<file path="src/rtl/mult_arb_pkg.sv">
// Shared types and sizing for the mult_45 arbiter.
package mult_arb_pkg;

  localparam int unsigned N_REQ     = 4;
  localparam int unsigned WIDTH     = 45;
  localparam int unsigned MULT_LAT  = 4;
  localparam int unsigned IDX_W     = (N_REQ > 1) ? $clog2(N_REQ) : 1;
  localparam int unsigned TAG_DEPTH = MULT_LAT + 1;

  typedef logic [IDX_W-1:0]   idx_t;
  typedef logic [WIDTH-1:0]   operand_t;
  typedef logic [2*WIDTH-1:0] product_t;

  typedef struct packed {
    logic valid;
    idx_t idx;
  } tag_t;

  // Requester index plus one, wrapping at N_REQ.
  function automatic idx_t wrap_inc(input idx_t i);
    int unsigned n;
    n = 32'(i) + 32'd1;
    return (n >= N_REQ) ? '0 : IDX_W'(n);
  endfunction

endpackage

</file>
<file path="src/rtl/mult_45_arbiter_rr_arbiter.sv">
// Combinational requester arbiter: round-robin from a pointer, or fixed
// priority (lowest index wins) when MULT_ARB_FIXED_PRIO_EN is defined.
module rr_arbiter
  import mult_arb_pkg::*;
(
  input  logic [N_REQ-1:0] req,
`ifndef MULT_ARB_FIXED_PRIO_EN
  input  idx_t             ptr,
  output idx_t             next_ptr,
`endif
  output logic [N_REQ-1:0] grant,
  output idx_t             grant_idx,
  output logic             grant_any
);

  int unsigned j;

  // Pick the first requester found, scanning upward from the start point.
  always_comb begin
    grant     = '0;
    grant_idx = '0;
    grant_any = 1'b0;
    j         = 0;
    for (int unsigned k = 0; k < N_REQ; k++) begin
`ifdef MULT_ARB_FIXED_PRIO_EN
      j = k;
`else
      j = (32'(ptr) + k) % N_REQ;
`endif
      if (!grant_any && req[IDX_W'(j)]) begin
        grant[IDX_W'(j)] = 1'b1;
        grant_idx        = IDX_W'(j);
        grant_any        = 1'b1;
      end
    end
  end

`ifndef MULT_ARB_FIXED_PRIO_EN
  // Pointer moves just past the winner; holds when nobody is granted.
  always_comb begin
    next_ptr = ptr;
    if (grant_any) begin
      next_ptr = wrap_inc(grant_idx);
    end
  end
`endif

endmodule

</file>
<file path="src/rtl/mult_45_arbiter.sv">
// Shares one fixed-latency mult_45 among N_REQ requesters; a tag pipeline
// matched to the multiplier latency steers each product back to its owner.
// Build option: MULT_ARB_FIXED_PRIO_EN selects fixed-priority arbitration.
module mult_45_arbiter
  import mult_arb_pkg::*;
(
  input  logic                   clk,
  input  logic                   reset_n,
  input  logic [N_REQ-1:0]       req_valid,
  output logic [N_REQ-1:0]       req_ready,
  input  logic [N_REQ*WIDTH-1:0] req_a,
  input  logic [N_REQ*WIDTH-1:0] req_b,
  output logic [WIDTH-1:0]       mult_a,
  output logic [WIDTH-1:0]       mult_b,
  input  logic [2*WIDTH-1:0]     mult_p,
  output logic [N_REQ-1:0]       resp_valid,
  output logic [2*WIDTH-1:0]     resp_p,
  output logic                   busy
);

  logic [N_REQ-1:0] grant;
  idx_t             grant_idx;
  logic             grant_any;
  operand_t         sel_a;
  operand_t         sel_b;
  tag_t             tags [TAG_DEPTH];

`ifdef MULT_ARB_FIXED_PRIO_EN
  rr_arbiter u_arb (
    .req       (req_valid),
    .grant     (grant),
    .grant_idx (grant_idx),
    .grant_any (grant_any)
  );
`else
  idx_t ptr;
  idx_t next_ptr;

  rr_arbiter u_arb (
    .req       (req_valid),
    .ptr       (ptr),
    .next_ptr  (next_ptr),
    .grant     (grant),
    .grant_idx (grant_idx),
    .grant_any (grant_any)
  );

  // Round-robin pointer register.
  always_ff @(posedge clk) begin
    if (!reset_n) begin
      ptr <= '0;
    end else begin
      ptr <= next_ptr;
    end
  end
`endif

  // No grants are offered while reset is asserted.
  assign req_ready = grant & {N_REQ{reset_n}};

  // Operand mux driven by the one-hot grant.
  always_comb begin
    sel_a = '0;
    sel_b = '0;
    for (int unsigned i = 0; i < N_REQ; i++) begin
      if (grant[i]) begin
        sel_a = req_a[i*WIDTH +: WIDTH];
        sel_b = req_b[i*WIDTH +: WIDTH];
      end
    end
  end

  // Operand register feeding mult_45; holds when idle.
  always_ff @(posedge clk) begin
    if (!reset_n) begin
      mult_a <= '0;
      mult_b <= '0;
    end else if (grant_any) begin
      mult_a <= sel_a;
      mult_b <= sel_b;
    end
  end

  // Tag pipeline: stage 0 aligns with the operand register, the last stage
  // with the product emerging from mult_45.
  always_ff @(posedge clk) begin
    if (!reset_n) begin
      for (int unsigned i = 0; i < TAG_DEPTH; i++) begin
        tags[i] <= '0;
      end
    end else begin
      tags[0] <= tag_t'{valid: grant_any, idx: grant_idx};
      for (int unsigned i = 1; i < TAG_DEPTH; i++) begin
        tags[i] <= tags[i-1];
      end
    end
  end

  // Response decode from the final tag stage.
  always_comb begin
    resp_valid = '0;
    if (reset_n && tags[TAG_DEPTH-1].valid) begin
      resp_valid[tags[TAG_DEPTH-1].idx] = 1'b1;
    end
  end

  assign resp_p = mult_p;

  // Busy whenever any tag stage holds an issued operation.
  always_comb begin
    busy = 1'b0;
    for (int unsigned i = 0; i < TAG_DEPTH; i++) begin
      busy = busy | tags[i].valid;
    end
  end

endmodule

</file>
<file path="config.mk">
export PLATFORM = sky130hd
export DESIGN_NAME = mult_45_arbiter
export DESIGN_NICKNAME = d
export VERILOG_FILES = /design/src/rtl/mult_arb_pkg.sv /design/src/rtl/mult_45_arbiter_rr_arbiter.sv /design/src/rtl/mult_45_arbiter.sv
export SDC_FILE = /design/constraint.sdc
export NUM_CORES = 1
export LEC_CHECK = 0
export ABC_AREA = 1
export ABC_CLOCK_PERIOD_IN_PS = 4350
export BUFFER_PORTS_ARGS = -buffer_cell sky130_fd_sc_hd__buf_2
export CAP_MARGIN = 20
export CORE_AREA = 2 2 248 250
export CTS_BUF_LIST = sky130_fd_sc_hd__clkbuf_2
export DETAILED_ROUTE_END_ITERATION = 8
export DIE_AREA = 0 0 250 252
export GPL_ROUTABILITY_DRIVEN = 1
export PLACE_DENSITY = 0.41
export SLEW_MARGIN = 15
export SYNTH_ARGS = -nofsm -noshare
export SYNTH_HDL_FRONTEND = slang
export SYNTH_HIERARCHICAL = 1
export SYNTH_SLANG_ARGS = --single-unit
</file>
<file path="constraint.sdc">
create_clock -name clk -period 4.35 [get_ports clk]
set_clock_uncertainty 0.2 [all_clocks]
set_input_delay 0.435 -clock clk [delete_from_list [all_inputs] [get_ports clk]]
set_output_delay 0.435 -clock clk [all_outputs]
set_load 0.01 [all_outputs]
</file>
# Word level (Yosys, flattened, before mapping)
# Memories as Yosys holds them, arrays and structs flattened.
# Index checks and enable logic that the tools add are counted.
[op_classes] addsub=4 magnitude_cmp=11 mux=47 bitwise_logic=13 n_reduce_logical=12
[op_table] operator="$mux W45" count=8
[op_table] operator="$ge A32 B3 Y1 const B" count=1
[op_table] operator="$mux W4" count=5
[op_table] operator="$lt A2 B3 Y1 const B" count=5
[op_table] operator="$mux W1" count=15
[op_table] operator="$mux W3" count=5
[op_table] operator="$or A4 B4 Y4" count=3
[op_table] operator="$demux W1 S2" count=5
[op_table] operator="$ge A2 B1 Y1 const B" count=5
[op_table] operator="$mux W2" count=5
[op_table] operator="$logic_and A1 B1 Y1" count=9
[op_table] operator="$or A1 B1 Y1" count=9
[op_table] operator="$bmux W1 S2" count=4
[op_table] operator="$add A2 B2 Y2 const B" count=2
[op_table] operator="$and A4 B4 Y4" count=1
[op_table] operator="$add A2 B1 Y3 const B" count=1
[op_table] operator="$logic_not A1 Y1" count=3
[op_table] operator="$add A2 B1 Y2 const B" count=1
[word_totals] regBits=92 mem_bits_rw=15 inputBits=456 elab_cells=91 n_memories=1
[mem_list] name="tags" words=5 width=3 read_ports=5 rd_clocked_by_memory_dff=0 write_ports=5 line="mult_45_arbiter.sv:26" text="tag_t tags [TAG_DEPTH];"

# Longest topological paths before layout
# Gate-level depths: netlist of the first run.
[logic_depth] depth_word=16 mapped_depth=20 depth_no_buf=20

# By module
# Netlist of the first run, hierarchy kept.
[by_module_without_submodules] module="mult_45_arbiter" instances=1 cells_per_inst=1341 area_each_um2=7743.7 seq_area_each_um2=2142.1
[by_module_without_submodules] module="rr_arbiter" instances=1 cells_per_inst=83 area_each_um2=471.7 seq_area_each_um2=0.0

# Worst setup path after synthesis of the first run
# Ideal clock, no wire load.
[synth_path] kind="reg2out" start="reg ptr[0]" end="out req_ready[3]" arrival_time_ns=2.220 t_required_ns=3.715 path_slack_ns=1.495 stages_incl_launch_ff=17 n_path_buf=3 path_cell_list="dfxtp_1 -> inv_2 -> ha_1 -> inv_1 -> nand3_2 -> nand2_4 -> inv_2 -> nor2_4 -> nand2_2 -> inv_2 -> nand2_2 -> o21ai_1 -> buf_6 -> buf_6 -> buf_6 -> nand2_1 -> inv_1"
[synth_via] elab_chain_cells=13
[synth_lines] item="from (decl)" line="mult_45_arbiter.sv:36" text="idx_t ptr;"
[synth_lines] item="from (signal assigned)" line="mult_45_arbiter.sv:53" text="ptr <= next_ptr;"
[synth_lines] item="parallel branches: the longest is 11 deep, another holds $lt A2 B3 Y1"
[synth_lines] item="$mux W4 *" line="mult_45_arbiter_rr_arbiter.sv:30" text="if (!grant_any && req[IDX_W'(j)]) begin"
[synth_lines] item="net grant[3]" line="mult_45_arbiter.sv:21" text="logic [N_REQ-1:0] grant;"
[synth_lines] item="$and A4 B4 Y4 *" line="mult_45_arbiter.sv:59" text="assign req_ready = grant & {N_REQ{reset_n}};"
[synth_lines] item="to (decl)" line="mult_45_arbiter.sv:10" text="output logic [N_REQ-1:0] req_ready,"
# Mark *: on every way through the listed nets, which the timed path passes. The select of a mux whose other input is x is not followed.

# Final worst setup path of the first run
[layout_path] start="reg ptr[0]" end="reg mult_b[38]"
[layout_lines] item="parallel branches: the longest is 11 deep, another holds $lt A2 B3 Y1"
[layout_lines] item="$mux W4 *" line="mult_45_arbiter_rr_arbiter.sv:30"
[layout_lines] item="net grant[1]" line="mult_45_arbiter.sv:21"
[layout_lines] item="$mux W45 * (3 in series)" line="mult_45_arbiter.sv:66" text="if (grant[i]) begin"
[layout_lines] item="to (signal assigned)" line="mult_45_arbiter.sv:80" text="mult_b <= sel_b;"
[layout_lines] item="to (decl)" line="mult_45_arbiter.sv:14" text="output logic [WIDTH-1:0] mult_b,"
# Marked as above.
# A chain may end at the register's enable or synchronous reset.

==> run_results.csv, run 1 <==
group,metric,value,unit
outcome,outcome,"finished, final reports clean",
synth,yosysUniqueCellTypes,25,
synth,async_reset_ff_share,0,%
power,ir_drop,521,µV
final_layout,drive_above_1_share,27.7,%
synth,ys_ff_latch,107,
sta,setup_violations,0,
sta,worst_slack,382,ps
worst_setup_path,path_max_fanout,46,
place,numPortBuffers,464,
synth,ys_seq_area_share,26.1,%
routing,routed_wirelength,43.8,mm
worst_setup_path,cp.required,4880,ps
grt,grt_util_met3,5.24,%
clock_tree,clk_path_buf_depth,2,
grt,grt_pass1_vias,11100,
clock_tree,cts_buffers,9,
worst_setup_path,end_kind,"flop",
synth,avgSynthCellArea,5.77,µm²
routing,drt_iter0_markers,493,
floorplanning,die-area,63000,µm²
synth,synth_top_family_by_area,"simple AND/OR/NAND/NOR gates",
floorplanning,die_w,250,µm
synth,yosysWarnings,6,
routing,first_pass_iters,5,
worst_setup_path,critPathMaxStageDelay,550,ps
sta,relSlewSlack,45.0,%
synth,synth_edf_count,0,
worst_setup_path,worstPathArrival,4500,ps
worst_setup_path,path_class,"reg -> reg",
sta,clock.fmax,0.252,GHz
grt,busiest_layer,"met2",
synth,netlist_instances,1424,
clock_tree,clk_latency,800,ps
grt,grt_usage,13.6,%
floorplanning,fp.dieH,252,µm
place,detailed_place.area,10700,µm²
hold_path,hold_class,"in -> reg",
worst_setup_path,worstPathCellList,"inv_2 -> ha_1 -> inv_1 -> nand3_2 -> nand2_4 -> inv_2 -> nor2_4 -> nand2_1 -> inv_1 -> a21oi_1 -> o21ai_4 -> inv_6 -> buf_12 -> nand3_1 -> nand2_1 -> nand2_1 -> nand2_1 -> nand2_1 -> dlygate4sd3_1 -> a21oi_1",
synth,netlist_area,8220,µm²
floorplanning,initial_core_util,13.7,%
sta,slew_viol_final,0,
final_layout,syn2layout_area_growth,55.5,%
grt,grt_max_degree,73,
power,p_leak,6.72,nW
worst_setup_path,crit_top_cell,"nand2_1",
clock_tree,cts_tree,"yes",
sta,rsz0062_at_grt,"no",
grt,grt_pass1_wl,64.5,mm
routing,via_per_inst,4.00,
synth,ys.flop_type,"dfxtp_1",
synth,synth-adder-area-share,0.914,%
worst_setup_path,critical_path_buf_inv_count,7,
grt,grt_use_met1,15.7,%
synth,synth_xor_xnor_area_share,0,%
synth,synth_nets,1886,
place,dp_slack,775,ps
routing,ant_nets,0,
final_layout,layout_common_cells,"587 x nand2_1, 464 x buf_2, 272 x a21oi_1",
place,gp_congestion,0.863,
worst_setup_path,slowest_stage,"dlygate4sd3_1",
sta,fin_crit,3970,ps
final_layout,nets,2391,
run,maxCapViolCount,0,
worst_setup_path,start_kind,"flop",
grt,antenna_found_initial,19,
routing,vias,10900,
floorplanning,boundaryPins,645,
place,place_hpwl,31.0,mm
power,power,10.5,mW
sta,setup_tns,0,ps
sta,finalHoldViolCount,0,
synth,yosys.area_share.simple,34.7,%
sta,period_share,91.2,%
clock_tree,htreeDepth,3,
power,p_per_area,825,nW/µm²
routing,drc,0,
clock_tree,root_buffer,"clkbuf_2",
final_layout,fin_area,12800,µm²
clock_tree,cts.sinks,107,
routing,detail_route.wl_per_cell,16.1,µm
clock_tree,path_clk_slew,370,ps
grt,met2_usage,22.6,%
sta,worst_pin_slew,825,ps
floorplanning,core-area,60100,µm²
grt,gr-total-overflow,0,
floorplanning,rows,90,
final_layout,final_common_cell,"nand2_1",
worst_setup_path,cpLargestDelayFamily,"buffers and inverters",
synth,synthMuxAreaShare,0,%
synth,synth_compound_area_share,17.2,%
## logic make-up after synthesis
| kind of cell | after synthesis |
|---|---|
| flops | 107 |
| buf+inv | 323 |
| compound gates | 282 |
| fa+ha+maj | 6 |
| simple gates | 706 |
## synthesized netlist by cell type, types with 2 or more instances
cell type | number | share of area, %
nand2_1 | 587 | 27
a21oi_1 | 272 | 17
inv_1 | 126 | 5.8
dfxtp_1 | 107 | 26
buf_4 | 102 | 9.3
nand3_1 | 98 | 6.0
buf_2 | 38 | 2.3
clkbuf_1 | 28 | 1.3
buf_6 | 11 | 1.5
buf_1 | 9 | 0.41
inv_2 | 8 | 0.37
ha_1 | 6 | 0.91
nand2_2 | 5 | 0.38
nor3_1 | 5 | 0.30
o21ai_0 | 5 | 0.30
nor2_1 | 3 | 0.14
o21ai_1 | 3 | 0.18
nand2_4 | 2 | 0.27
nand3_2 | 2 | 0.24
nor2_4 | 2 | 0.27
## layer usage
metal,vias up,wire (µm)
met5,-,97
met4,16,1360
met3,79,3970
met2,463,19900
met1,4949,18500
li1,5393,-
## what timing repair did
| item | in CTS | in global routing |
|---|---|---|
| setup endpoints to repair | 2 | 36 |
| buffers inserted | 1 | 1 |
| hold buffers | 187 | 0 |
| gates resized for setup | 2 | 4 |
| cloned | 2 | 0 |
| pin swaps | 1 | 1 |
| hold endpoints to repair | 107 | 0 |
## registers in the layout (all words and copies together) (netlist names)
signal and cells:
mult_a 45, mult_b 45, tags 15, ptr 2
## layout make-up
| class | instances | area, µm² |
|---|---|---|
| clock buffers | 9 | 45.0 |
| clock inverters | 7 | 61.3 |
| fillers | 6978 | 47400 |
| diodes | 9 | 22.5 |
| well taps | 782 | 978 |
| flip-flops and latches | 107 | 2140 |
| inverters | 135 | 523 |
| repair buffers | 682 | 4620 |
| multi-input cells | 994 | 4380 |
## through the flow
stage	instances	hold WS [ps]	utilization, %
floorplan	1424	190	-
global placement	2509	207	17.7
detailed placement	2509	199	17.7
CTS	2715	7.02	21.2
global route	2720	148	21.2
finish	2725	222	21.2
## tightest hold or removal path, delay by kind of cell
family                 cells  cell delay (ps)
buffers and inverters      3              200
AO/OA/AOI/OAI              1               70
AND/OR/NAND/NOR            7              520
## power breakdown
| part | switching, mW | internal [mW] |
|---|---|---|
| registers | 0.146 | 1.30 |
| clock network | 0.444 | 0.0903 |
| logic | 4.72 | 3.84 |
| total | 5.31 | 5.22 |
## worst paths after layout
check / from / endpoint / slack, ps / cells past startpoint
worst min-delay path: req_valid[3] / ptr[0] / 220 / 11
worst max register to register: ptr[0] / mult_b[38] / 380 / 20
worst min register to register: tags[0][5] / tags[0][8] / 230 / 2
worst max-delay path: ptr[0] / mult_b[38] / 380 / 20
Note: power is estimated with default switching activity, not from simulation.
==> run 2, diff against run 1 <==
--- a/config.mk
+++ b/config.mk
@@ -5,16 +5,15 @@
 export SDC_FILE = /design/constraint.sdc
 export NUM_CORES = 1
 export LEC_CHECK = 0
-export ABC_AREA = 1
 export ABC_CLOCK_PERIOD_IN_PS = 4350
 export BUFFER_PORTS_ARGS = -buffer_cell sky130_fd_sc_hd__buf_2
 export CAP_MARGIN = 20
-export CORE_AREA = 2 2 248 250
+export CORE_AREA = 2 2 247 249
 export CTS_BUF_LIST = sky130_fd_sc_hd__clkbuf_2
 export DETAILED_ROUTE_END_ITERATION = 8
-export DIE_AREA = 0 0 250 252
+export DIE_AREA = 0 0 249 251
 export GPL_ROUTABILITY_DRIVEN = 1
-export PLACE_DENSITY = 0.41
+export PLACE_DENSITY = 0.39
 export SLEW_MARGIN = 15
 export SYNTH_ARGS = -nofsm -noshare
 export SYNTH_HDL_FRONTEND = slang
==> run 2 against run 1 <==
Clock power about the same. Combinational power down 42%. Global-route usage fell by 2.5 points. Synthesized cell count fell by 48%. Sequential cell count unchanged. Sequential power grew 12%. Die area is 0.80% lower. Critical path depth shrank 8. Sequential share of layout area is 2.0 points higher. Utilization is 2.2 points lower. Final cell count fell by 24%. Non-clock buffer count is 13 higher. Critical endpoint is now mult_b[27]. Largest cell class unchanged.
==> run_results.csv, run 2 <==
group,metric,value,unit
worst_setup_path,rr_worst_depth,12,
routing,vias,8884,
sta,setup_tns,0,ps
synth,yosysWarnings,6,
grt,antenna_found_initial,6,
final_layout,multi_input_area,3470,µm²
worst_setup_path,reg2reg_from,"ptr[1]",
routing,drc,0,
routing,first_pass_iters,8,
sta,finalHoldViolCount,0,
floorplanning,rows,90,
synth,netlist_area,6640,µm²
grt,grt_pass1_wl,53.0,mm
power,power_frac_clock,7.5,%
synth,ys_seq_area_share,32.2,%
worst_setup_path,cp-startpoint,"ptr[1]",
routing,detail_route.wl_per_cell,17.5,µm
power,p_sw_share,48.1,%
floorplanning,core-area,59800,µm²
clock_tree,root_buffer,"clkbuf_2",
final_layout,nets,1726,
power,ir_drop,466,µV
clock_tree,cts.sinks,107,
clock_tree,path_clk_slew,370,ps
routing,drt_iter0_markers,452,
worst_setup_path,path_class,"reg -> reg",
place,dp_cells,1818,
synth,synth_edf_count,0,
clock_tree,cts_buffers,9,
routing,routed_wirelength,36.1,mm
worst_setup_path,cp.required,4870,ps
sta,setup_violations,0,
synth,yosysUniqueCellTypes,39,
synth,ys.flop_type,"dfxtp_1",
synth,yosys.area.top_type,"dfxtp_1",
synth,ys_ff_latch,107,
clock_tree,htreeDepth,3,
run,maxCapViolCount,0,
final_layout,seq_area,2140,µm²
synth,synth_nets,1196,
floorplanning,die-area,62500,µm²
floorplanning,fp.dieH,251,µm
synth,netlist_instances,734,
power,p_sw,3.44,mW
hold_path,hold_class,"in -> reg",
clock_tree,clk_latency,780,ps
final_layout,syn2layout_area_growth,71.7,%
worst_setup_path,end_kind,"flop",
power,p_per_area,626,nW/µm²
grt,gr-total-overflow,0,
hold_path,min-delay-start,"req_b[102]",
clock_tree,cts_tree,"yes",
routing,ant_nets,0,
place,place_hpwl,24.5,mm
grt,grt_max_degree,90,
sta,whs,224,ps
power,power.sequential.fraction,22.6,%
final_layout,fillCellCount,6649,
synth,yosysMostFrequentCell,"dfxtp_1",
sta,worst_pin_slew,923,ps
synth,synthTopCellsByCount,"107 x dfxtp_1, 93 x a221oi_1, 92 x buf_4, 91 x a21oi_1, 89 x o221ai_1",
sta,slew_viol_final,0,
final_layout,fin_area,11400,µm²
final_layout,reg_top3,"mult_a x45, mult_b x45, tags x15",
floorplanning,die_w,249,µm
worst_setup_path,worstPathArrival,4730,ps
grt,grt_usage,11.0,%
synth,synth_area_leaders,"dfxtp_1 32%, a221oi_1 12%, o221ai_1 12%",
power,combPwrFrac,70.0,%
worst_setup_path,path_max_fanout,26,
synth,async_reset_ff_share,0,%
sta,relSlewSlack,36.9,%
outcome,outcome,"finished, final reports clean",
clock_tree,cts_setup_buffers,0,
final_layout,layout_common_cells,"463 x buf_2, 216 x dlygate4sd3_1, 106 x dfxtp_1",
place,gp_congestion,0.755,
clock_tree,clk_path_buf_depth,2,
grt,grt_pass1_vias,9570,
worst_setup_path,start_kind,"flop",
place,numPortBuffers,464,
floorplanning,boundaryPins,645,
final_layout,drive_above_1_share,41.1,%
final_layout,final_common_cell,"buf_2",
sta,fin_crit,4210,ps
routing,via_per_inst,4.31,
sta,period_share,96.7,%
synth,avgSynthCellArea,9.05,µm²
sta,clock.fmax,0.238,GHz
hold_path,holdPathStages,4,
final_layout,stdcell_count,2060,
synth,synth_top_area_share,32.2,%
place,detailed_place.area,9070,µm²
power,p_leak,4.83,nW
floorplanning,initial_core_util,11.1,%
power,internal-power,3.71,mW
[run 2: critical path, stage by stage (launching register included)]
cell	delay, ps
dfxtp_2	480
inv_1	90
ha_1	410
mux4_2	440
nor2b_4	210
a221oi_2	90
o2bb2ai_4	320
buf_12	230
inv_1	50
o311ai_0	330
dlygate4sd3_1	610
o22ai_1	70
dlygate4sd3_1	590
[run 2: logic make-up (layout without fill, tap and decap cells)]
logic type | Yosys count | in the layout | synth area share, %
and+or+nand+nor | 57 | 57 | 5.18
DFF | 107 | 107 | 32.2
AOI/OAI and AO/OA | 377 | 377 | 43.3
buffers and inverters | 182 | 717 | 16.7
muxes | 5 | 5 | 1.53
adders and majority gates | 6 | 6 | 1.13
other | 0 | 9 | 0
[run 2: metal layers]
| layer | routed length (µm) | part of all wire, % | up-vias | track usage [%] |
|---|---|---|---|---|
| li1 | - | - | 3979 | - |
| met2 | 18500 | 51 | 464 | 19.8 |
| met4 | 1520 | 4.2 | 0 | 6.53 |
| met1 | 13300 | 37 | 4360 | 10.8 |
| met5 | 0 | 0 | - | 0 |
| met3 | 2890 | 8.0 | 81 | 4.14 |
[run 2: cell type report]
| class | count | area share (%) |
|---|---|---|
| clock inverters | 7 | 0.516 |
| well taps | 782 | 8.58 |
| clock buffers | 9 | 0.395 |
| diodes | 9 | 0.197 |
| inverters | 6 | 0.208 |
| repair buffers | 695 | 40.9 |
| multi-input cells | 445 | 30.4 |
| flip-flops and latches | 107 | 18.8 |
[run 2: timing repair]
action                                  CTS  global route
hold buffers                            216             0
endpoints found under the setup margin    0            75
resized for setup                         0             5
endpoints found under the hold margin    92             0
[run 2: stage by stage]
step	setup WS, ps	power (mW)	util [%]
floorplan	885	4.32	-
global placement	779	5.67	15.2
detailed placement	731	5.70	15.2
CTS	9.71	7.09	19.0
global route	-19.4	7.74	19.1
finish	142	7.14	19.1
[run 2: worst paths after layout]
path	to	slack (ps)
min reg2reg	tags[0][4]	280
max	mult_b[27]	140
min	mult_b[12]	220
max reg2reg	mult_b[27]	140
[run 2: power by group through the flow]
| stage | registers, mW | clock network (mW) | logic, mW |
|---|---|---|---|
| 6_report | 1.61 | 0.532 | 5.00 |
| 5_1_grt | 1.66 | 0.629 | 5.45 |
| 4_1_cts | 1.61 | 0.605 | 4.88 |
| 3_5_place_dp | 1.63 | 0 | 4.07 |
| 3_3_place_gp | 1.62 | 0 | 4.05 |
| 2_1_floorplan | 1.73 | 0 | 2.59 |
==> run 3, diff against run 2 <==
--- a/config.mk
+++ b/config.mk
@@ -5,7 +5,7 @@
 export SDC_FILE = /design/constraint.sdc
 export NUM_CORES = 1
 export LEC_CHECK = 0
-export ABC_CLOCK_PERIOD_IN_PS = 4350
+export ABC_CLOCK_PERIOD_IN_PS = 5400
 export BUFFER_PORTS_ARGS = -buffer_cell sky130_fd_sc_hd__buf_2
 export CAP_MARGIN = 20
 export CORE_AREA = 2 2 247 249
==> constraint.sdc (replaced) <==
create_clock -name clk -period 5.4 [get_ports clk]
set_clock_uncertainty 0.2 [all_clocks]
set_input_delay 0.54 -clock clk [delete_from_list [all_inputs] [get_ports clk]]
set_output_delay 0.54 -clock clk [all_outputs]
set_load 0.01 [all_outputs]
==> run 3 against run 2 <==
Power down 20%. Sequential share of layout area up 0.41 points. Clock power down 19%. Utilization down 0.40 points. Global-route usage down 0.11 points. Register-to-register slack better by 410 ps. Non-clock buffer count down 19. Die area unchanged. Fmax down 13%.
==> run_results.csv, run 3 (same netlist as run 2, synthesis figures left out) <==
group,metric,value,unit
worst_setup_path,slowest_stage,"dfxtp_2",
sta,fin_crit,4850,ps
worst_setup_path,rr_worst_depth,12,
clock_tree,cts_buffers,9,
floorplanning,die_w,249,µm
sta,period_share,89.8,%
grt,grt_max_degree,63,
final_layout,fin_util,18.7,%
floorplanning,die-area,62500,µm²
grt,grt_pass1_wl,52.5,mm
hold_path,holdPathStages,1,
worst_setup_path,path_class,"reg -> reg",
hold_path,hold_class,"reg -> reg",
routing,first_pass_iters,5,
place,numPortBuffers,464,
final_layout,nets,1707,
final_layout,fin_area,11200,µm²
sta,clock.fmax,0.206,GHz
sta,setup_violations,0,
worst_setup_path,reg2reg_from,"ptr[0]",
sta,relSlewSlack,44.2,%
routing,detail_route.wl_per_cell,17.2,µm
final_layout,drive_above_1_share,41.3,%
final_layout,reg_top3,"mult_a x45, mult_b x45, tags x15",
grt,gr-total-overflow,0,
worst_setup_path,worstPathArrival,5370,ps
grt,antenna_found_initial,4,
sta,worst_slack,552,ps
worst_setup_path,end_kind,"flop",
final_layout,final_common_cell,"buf_2",
outcome,outcome,"finished, final reports clean",
floorplanning,initial_core_util,11.1,%
sta,setup_tns,0,ps
grt,grt_pass1_vias,9204,
clock_tree,cts.sinks,107,
routing,routed_wirelength,35.1,mm
clock_tree,root_buffer,"clkbuf_2",
clock_tree,clk_path_buf_depth,2,
clock_tree,htreeDepth,3,
routing,via_per_inst,4.27,
floorplanning,fp.dieH,251,µm
final_layout,layout_common_cells,"463 x buf_2, 200 x dlygate4sd3_1, 106 x dfxtp_1",
grt,grt_usage,10.9,%
worst_setup_path,worstPathCellList,"inv_1 -> ha_1 -> mux4_2 -> nor2b_4 -> a221oi_1 -> o2bb2ai_1 -> nor2b_4 -> buf_4 -> a22oi_1 -> dlygate4sd3_1 -> a21oi_1 -> dlygate4sd3_1",
power,p_per_area,513,nW/µm²
sta,finalHoldViolCount,0,
run,maxCapViolCount,0,
floorplanning,rows,90,
worst_setup_path,cp-startpoint,"ptr[0]",
final_layout,syn2layout_area_growth,68.0,%
place,detailed_place.area,9040,µm²
sta,whs,269,ps
routing,vias,8699,
sta,slew_viol_final,0,
sta,rsz0062_at_grt,"no",
place,place_hpwl,24.6,mm
routing,drc,0,
worst_setup_path,path_max_fanout,44,
place,gp_congestion,0.793,
routing,ant_nets,0,
clock_tree,clk_latency,770,ps
routing,drt_iter0_markers,430,
clock_tree,cts_tree,"yes",
sta,worst_pin_slew,837,ps
floorplanning,boundaryPins,645,
worst_setup_path,cp.required,5920,ps
hold_path,whs_endpoint,"tags[0][9]",
worst_setup_path,start_kind,"flop",
worst_setup_path,critPathMaxStageDelay,630,ps
power,ir_drop,593,µV
floorplanning,core-area,59800,µm²
worst_setup_path,r2r-end,"mult_a[9]",
worst_setup_path,rrSetupSlack,550,ps
clock_tree,path_clk_slew,350,ps
place,dp_slack,1220,ps
hold_path,min-delay-start,"tags[0][6]",
power,p_leak,4.75,nW
run 3: worst max path at each step:
stage,endpoint,slack (ps),cells after the start
2_1_floorplan,req_ready[2],1830,11
6_report,mult_a[9],550,12
4_1_cts,req_ready[2],190,9
5_1_grt,mult_a[7],290,12
3_5_place_dp,mult_b[15],1220,10
3_3_place_gp,mult_a[24],1240,10
run 3: what timing repair did:
item / in CTS / in global routing
hold buffers: 200 / 0
hold endpoints to repair: 92 / 0
resized for setup: 0 / 2
buffers inserted: 0 / 0
endpoints found under the setup margin: 0 / 16
run 3: area by class of cell:
class,instances,area [µm²]
clock inverters,7,60.1
repair buffers,676,4440
fillers,6678,48600
well taps,782,978
diodes,7,17.5
flip-flops and latches,107,2140
multi-input cells,445,3460
inverters,6,23.8
clock buffers,9,45.0
run 3: through the flow:
| stage | power, mW | cells |
|---|---|---|
| global route | 6.21 | 2038 |
| CTS | 5.74 | 2032 |
| finish | 5.72 | 2039 |
| floorplan | 3.48 | 734 |
| global placement | 4.48 | 1815 |
| detailed placement | 4.55 | 1816 |
run 3: where the power goes:
part           internal (mW)  leakage [nW]  switching, mW
Combinational           1.84          3.80           2.13
Sequential              1.08         0.888          0.240
Clock                 0.0713        0.0628          0.361
Total                   3.00          4.75           2.73
run 3: critical path: cells and delay by family (launching register included):
family	cells	cell delay, ps
adders and majority gates	1	420
muxes	1	430
and+or+nand+nor	2	440
buffers and inverters	4	1830
DFF	1	630
AOI/OAI and AO/OA	4	820
run 3: layer usage:
layer	wire length, µm	GRT usage, %	vias up
li1	-	-	3942
met1	12800	10.8	4227
met2	18000	20.0	451
met3	2900	4.03	79
met4	1350	5.37	0
met5	0	0	-
